`src/rtl/mem_arbiter_pkg.sv`:
```
// mem_arbiter_pkg: shared pipeline types and defaults for the memory arbiter.
package mem_arbiter_pkg;
   typedef enum logic [1:0] {
      IDLE  = 2'd0,
      RD_IF = 2'd1,
      RD_D  = 2'd2
   } rd_state_t;
   localparam int STARVE_MAX_DEF = 4;
endpackage

```
`src/rtl/mem_arbiter.sv`:
```
// mem_arbiter: single-port memory arbiter between fetch and data requesters.
// Data has priority; fetch is forced through after STARVE_MAX lost cycles.
module mem_arbiter
   import mem_arbiter_pkg::*;
#(
   parameter int STARVE_MAX = STARVE_MAX_DEF
) (
   input  logic        clk,
   input  logic        rst_n,
   input  logic        if_req,
   input  logic [31:0] if_addr,
   output logic        if_gnt,
   output logic        if_rvalid,
   output logic [31:0] if_rdata,
   input  logic        d_req,
   input  logic        d_we,
   input  logic [31:0] d_addr,
   input  logic [31:0] d_wdata,
   input  logic [3:0]  d_wstrb,
   output logic        d_gnt,
   output logic        d_rvalid,
   output logic [31:0] d_rdata,
   output logic        mem_en,
   output logic [3:0]  mem_we,
   output logic [31:0] mem_addr,
   output logic [31:0] mem_wdata,
   input  logic [31:0] mem_rdata
);
   localparam logic [3:0] SMAX = 4'(STARVE_MAX);
   rd_state_t  state, state_nxt;
   logic [3:0] starve_cnt, starve_nxt;
   logic       force_if;
   // Grants are masked during reset so nothing escapes while rst_n is low.
   always_comb begin
      force_if   = (starve_cnt == SMAX);
      d_gnt      = rst_n && d_req && !(if_req && force_if);
      if_gnt     = rst_n && if_req && !d_gnt;
      mem_en     = if_gnt || d_gnt;
      mem_addr   = d_gnt ? {d_addr[31:2], 2'b00} : if_gnt ? {if_addr[31:2], 2'b00} : 32'h0;
      mem_we     = (d_gnt && d_we) ? d_wstrb : 4'b0000;
      mem_wdata  = d_wdata;
      state_nxt  = if_gnt ? RD_IF : (d_gnt && !d_we) ? RD_D : IDLE;
      starve_nxt = (if_req && !if_gnt) ? (force_if ? starve_cnt : starve_cnt + 4'd1) : 4'd0;
   end
   always_ff @(posedge clk or negedge rst_n) begin
      if (!rst_n) begin
         state      <= IDLE;
         starve_cnt <= 4'd0;
      end else begin
         state      <= state_nxt;
         starve_cnt <= starve_nxt;
      end
   end
   always_comb begin
      if_rvalid = (state == RD_IF);
      d_rvalid  = (state == RD_D);
      if_rdata  = if_rvalid ? mem_rdata : 32'h0;
      d_rdata   = d_rvalid ? mem_rdata : 32'h0;
   end
endmodule

```
`config.mk`:
```
export PLATFORM = sky130hd
export DESIGN_NAME = mem_arbiter
export DESIGN_NICKNAME = d
export VERILOG_FILES = /design/src/rtl/mem_arbiter_pkg.sv /design/src/rtl/mem_arbiter.sv
export SDC_FILE = /design/constraint.sdc
export NUM_CORES = 1
export LEC_CHECK = 0
export CAP_MARGIN = 15
export CORE_AREA = 8 8 100 102
export DETAILED_ROUTE_END_ITERATION = 16
export DIE_AREA = 0 0 108 110
export HOLD_SLACK_MARGIN = 0.08
export PLACE_DENSITY_LB_ADDON = 0.2
export SLEW_MARGIN = 20
export SYNTH_ARGS = -nofsm -noshare
export SYNTH_HDL_FRONTEND = slang
export SYNTH_SLANG_ARGS = --single-unit
```
`constraint.sdc`:
```
create_clock -name clk -period 1.8 [get_ports clk]
set_input_delay 0.18 -clock clk [delete_from_list [all_inputs] [get_ports clk]]
set_output_delay 0.18 -clock clk [all_outputs]
set_load 0.03 [all_outputs]
```
==> run metrics <==
Synth top area share 0.293; final WL 7770 um; initial DRC count 32; Placer Congestion 0.672; Post-synth ARST share 1.00; CTS Hold Buffers Added 0; post-synthesis cell area 1370 um2; clock-pin slew on the worst setup and hold paths 0.04 ns; setup violators final 34; fillers 841; RSZ-0062 raised after global routing yes; core area 8470 um2; Setup CP Type flop to primary output; sequential share of power 0.125; die height 110 um; most area-hungry cell type in the Yosys netlist and2_1; Syn-to-layout area delta 155%; area fraction in and, or, nand and nor cells after synthesis 0.367; CP Data Required Time 1.62 ns; first-pass GRT wire length 10800 um; crit path launch type flop; Post-Synthesis Cells 178; Hold Vio Cnt, Final 0; CTS max path bufs 2; fmax 506 MHz; Int Pwr 0.000743 W; Port Buf Inserts 203; Top delay family on crit path compound AO/OA/AOI/OAI gates; Pwr Density 337 nW/um2; CP Max Fanout 6; row count 34; FF+latch count, synth 6; Post-Place Cell Area 3220 um2; Sw Pwr 0.000433 W; root buffer cell clkbuf_8; ANT nets after route 0; TritonCTS Sinks 6; Yosys cell types 25; via/cell ratio 4.21; die area 11900 um2; CP Cell Sequence inv_2 -> ha_4 -> nand3b_4 -> o211a_4 -> clkbuf_16 -> a22o_1 -> buf_6; Initial DRT Pass Iterations 2; sw frac 0.368; Vias 1967; initial antenna violation count 0; Worst EP arrival 1.80 ns; post-layout util 0.412; Critical Path Sink mem_addr[8]; final period utilization 1.10; GR Util All Layers 0.114; Worst setup EP type primary output; Comb pwr share 0.699; largest cells by area after synthesis and2_1 29%, buf_4 20%, a22o_1 19%; Post-route DRC 0; post-CTS setup buffer count 0; number of synthesized flops with an enable pin 0; leakage power 1.63 nW; violated checks setup timing; share of layout cells above drive strength 1 0.415; Ys Warns 0; Post-Synth XOR/XNOR Area 0.00640; Post-DP HPWL 6610 um; register-to-register setup slack 0.31 ns; I/O Pins 274; Clock Latency Late Sink 0.23 ns; CTS HTree Levels 1; Num CTS Buffers 3; Final WS setup -0.178 ns; mean post-synth cell area 7.69 um2; Worst Clk Skew 0.00240 ns; Reg2Reg Depth 7; ys flop type dfrtp_1; Slew Limit Fails 0; grt total ovfl 0; Max VDD drop 170 uV; WP buf/inv 3; mux share of post-synthesis cell area 0; Critical Path Source starve_cnt[0]; status complete, but fails checks; Crit-path slowest cell dfrtp_1; RR Startpoint starve_cnt[0]; CP Depth 7; setup slack at placement -0.0261 ns; DIE WIDTH 108 um; crit path time final 1.98 ns; Synth Area in Adders 0.0183; CTS tree yes; DR WL/cell 16.6 um; R2R Path End starve_cnt[2]; post-synthesis compound-gate area fraction 0.233; Ant. Diodes 0; main combinational cell family by area after synthesis simple AND/OR/NAND/NOR gates; register area share after synthesis 0.110; clock share of power 0.177; vias in the first global route 2047; starting density of the core 0.162; max cap viols 0; final instance area 3490 um2; HP Class input port to asynchronous set/reset pin; fin nets 500; pin count of the biggest net entering global routing 33; Largest stage delay, worst path 0.38 ns
sequential cells by signal (all words and copies together), names as in the netlist:
signal / count
starve_cnt: 4
state: 2
worst min path at each step:
stage | startpoint | end | slack [ns]
floorplan | rst_n | starve_cnt[0] | -0.12
global placement | d_wdata[0] | mem_wdata[0] | 0.36
detailed placement | d_wdata[0] | mem_wdata[0] | 0.36
CTS | rst_n | starve_cnt[1] | 0.34
global route | rst_n | starve_cnt[1] | 0.36
finish | rst_n | starve_cnt[1] | 0.34
logic make-up (layout without fill, tap and decap cells):
group	after synthesis	after routing
xor gates and xnor gates	1	1
AOI/OAI and AO/OA	37	37
and+or+nand+nor	80	80
buffers and inverters	51	231
other	1	2
DFF	6	6
adders and majority gates	2	2
layer usage:
layer | track usage | part of all wire | vias to the layer above
met5 | 0 | 0 | -
met1 | 0.110 | 0.33 | 874
li1 | - | - | 929
met2 | 0.192 | 0.48 | 160
met3 | 0.0791 | 0.19 | 4
met4 | 0.0327 | 0.0076 | 0
cell type report:
cell class | count | area (um2) | share of cell area
well taps | 108 | 135 | 0.0387
repair buffers | 224 | 2210 | 0.633
flip-flops and latches | 6 | 150 | 0.0430
multi-input cells | 122 | 940 | 0.269
clock buffers | 3 | 41.3 | 0.0118
inverters | 4 | 15.0 | 0.00430
power by group through the flow:
stage	registers [W]	clock network, W	logic [W]
2_1_floorplan	0.000149	0	0.000459
3_3_place_gp	0.000147	0	0.000762
3_5_place_dp	0.000148	0	0.000765
4_1_cts	0.000147	0.000215	0.000811
5_1_grt	0.000148	0.000223	0.000872
6_report	0.000147	0.000208	0.000822
cells in the mapped netlist, types with 2 or more instances:
cell type	number
a22o_1	30
and2_1	64
and3_1	4
buf_4	37
buf_6	4
clkbuf_1	6
dfrtp_1	6
ha_1	2
inv_1	3
nand3_1	3
nor2_1	2
nor2b_1	3
o21ai_0	2
metrics by stage:
step	total power, W	hold slack [ns]	TNS (ns)	cells
after floorplan	0.000608	-0.116	0	179
after global placement	0.000910	0.360	-0.248	461
after detailed placement	0.000913	0.360	-0.194	461
after CTS	0.00117	0.341	-4.28	464
after global routing	0.00124	0.355	-7.35	467
final	0.00118	0.342	-4.70	467
cell usage in the layout (no fill, tap or decap):
| cell type | synthesis | layout |
|---|---|---|
| clkdlybuf4s50_1 | 0 | 100 |
| buf_4 | 37 | 81 |
| and2_1 | 64 | 64 |
| buf_6 | 4 | 31 |
| a22o_1 | 30 | 20 |
| buf_12 | 0 | 10 |
| a22o_2 | 0 | 8 |
| dfrtp_1 | 6 | 6 |
| and3_4 | 0 | 4 |
| inv_2 | 1 | 3 |
| nand3_1 | 3 | 3 |
| clkbuf_8 | 0 | 3 |
| nor2b_1 | 3 | 2 |
| a22o_4 | 0 | 2 |
| nor2_1 | 2 | 2 |
| o21ai_0 | 2 | 2 |
| conb_1 | 1 | 2 |
| clkbuf_16 | 0 | 2 |
| nor2b_2 | 0 | 1 |
| nand3b_4 | 1 | 1 |
| o211a_4 | 0 | 1 |
| inv_1 | 3 | 1 |
| a211oi_4 | 0 | 1 |
| o32ai_1 | 1 | 1 |
| nand2b_1 | 1 | 1 |
| a311oi_1 | 1 | 1 |
| xor2_1 | 1 | 1 |
| nor3_1 | 1 | 1 |
| nand2_1 | 1 | 1 |
| o22ai_1 | 1 | 1 |
| ha_4 | 0 | 1 |
| ha_1 | 2 | 1 |
timing repair:
| action | CTS | global route |
|---|---|---|
| endpoints found under the setup margin | 35 | 35 |
| pin swaps | 1 | 1 |
| cloned | 0 | 3 |
| resized for setup | 40 | 3 |
Note: power is estimated with default switching activity, not from simulation.
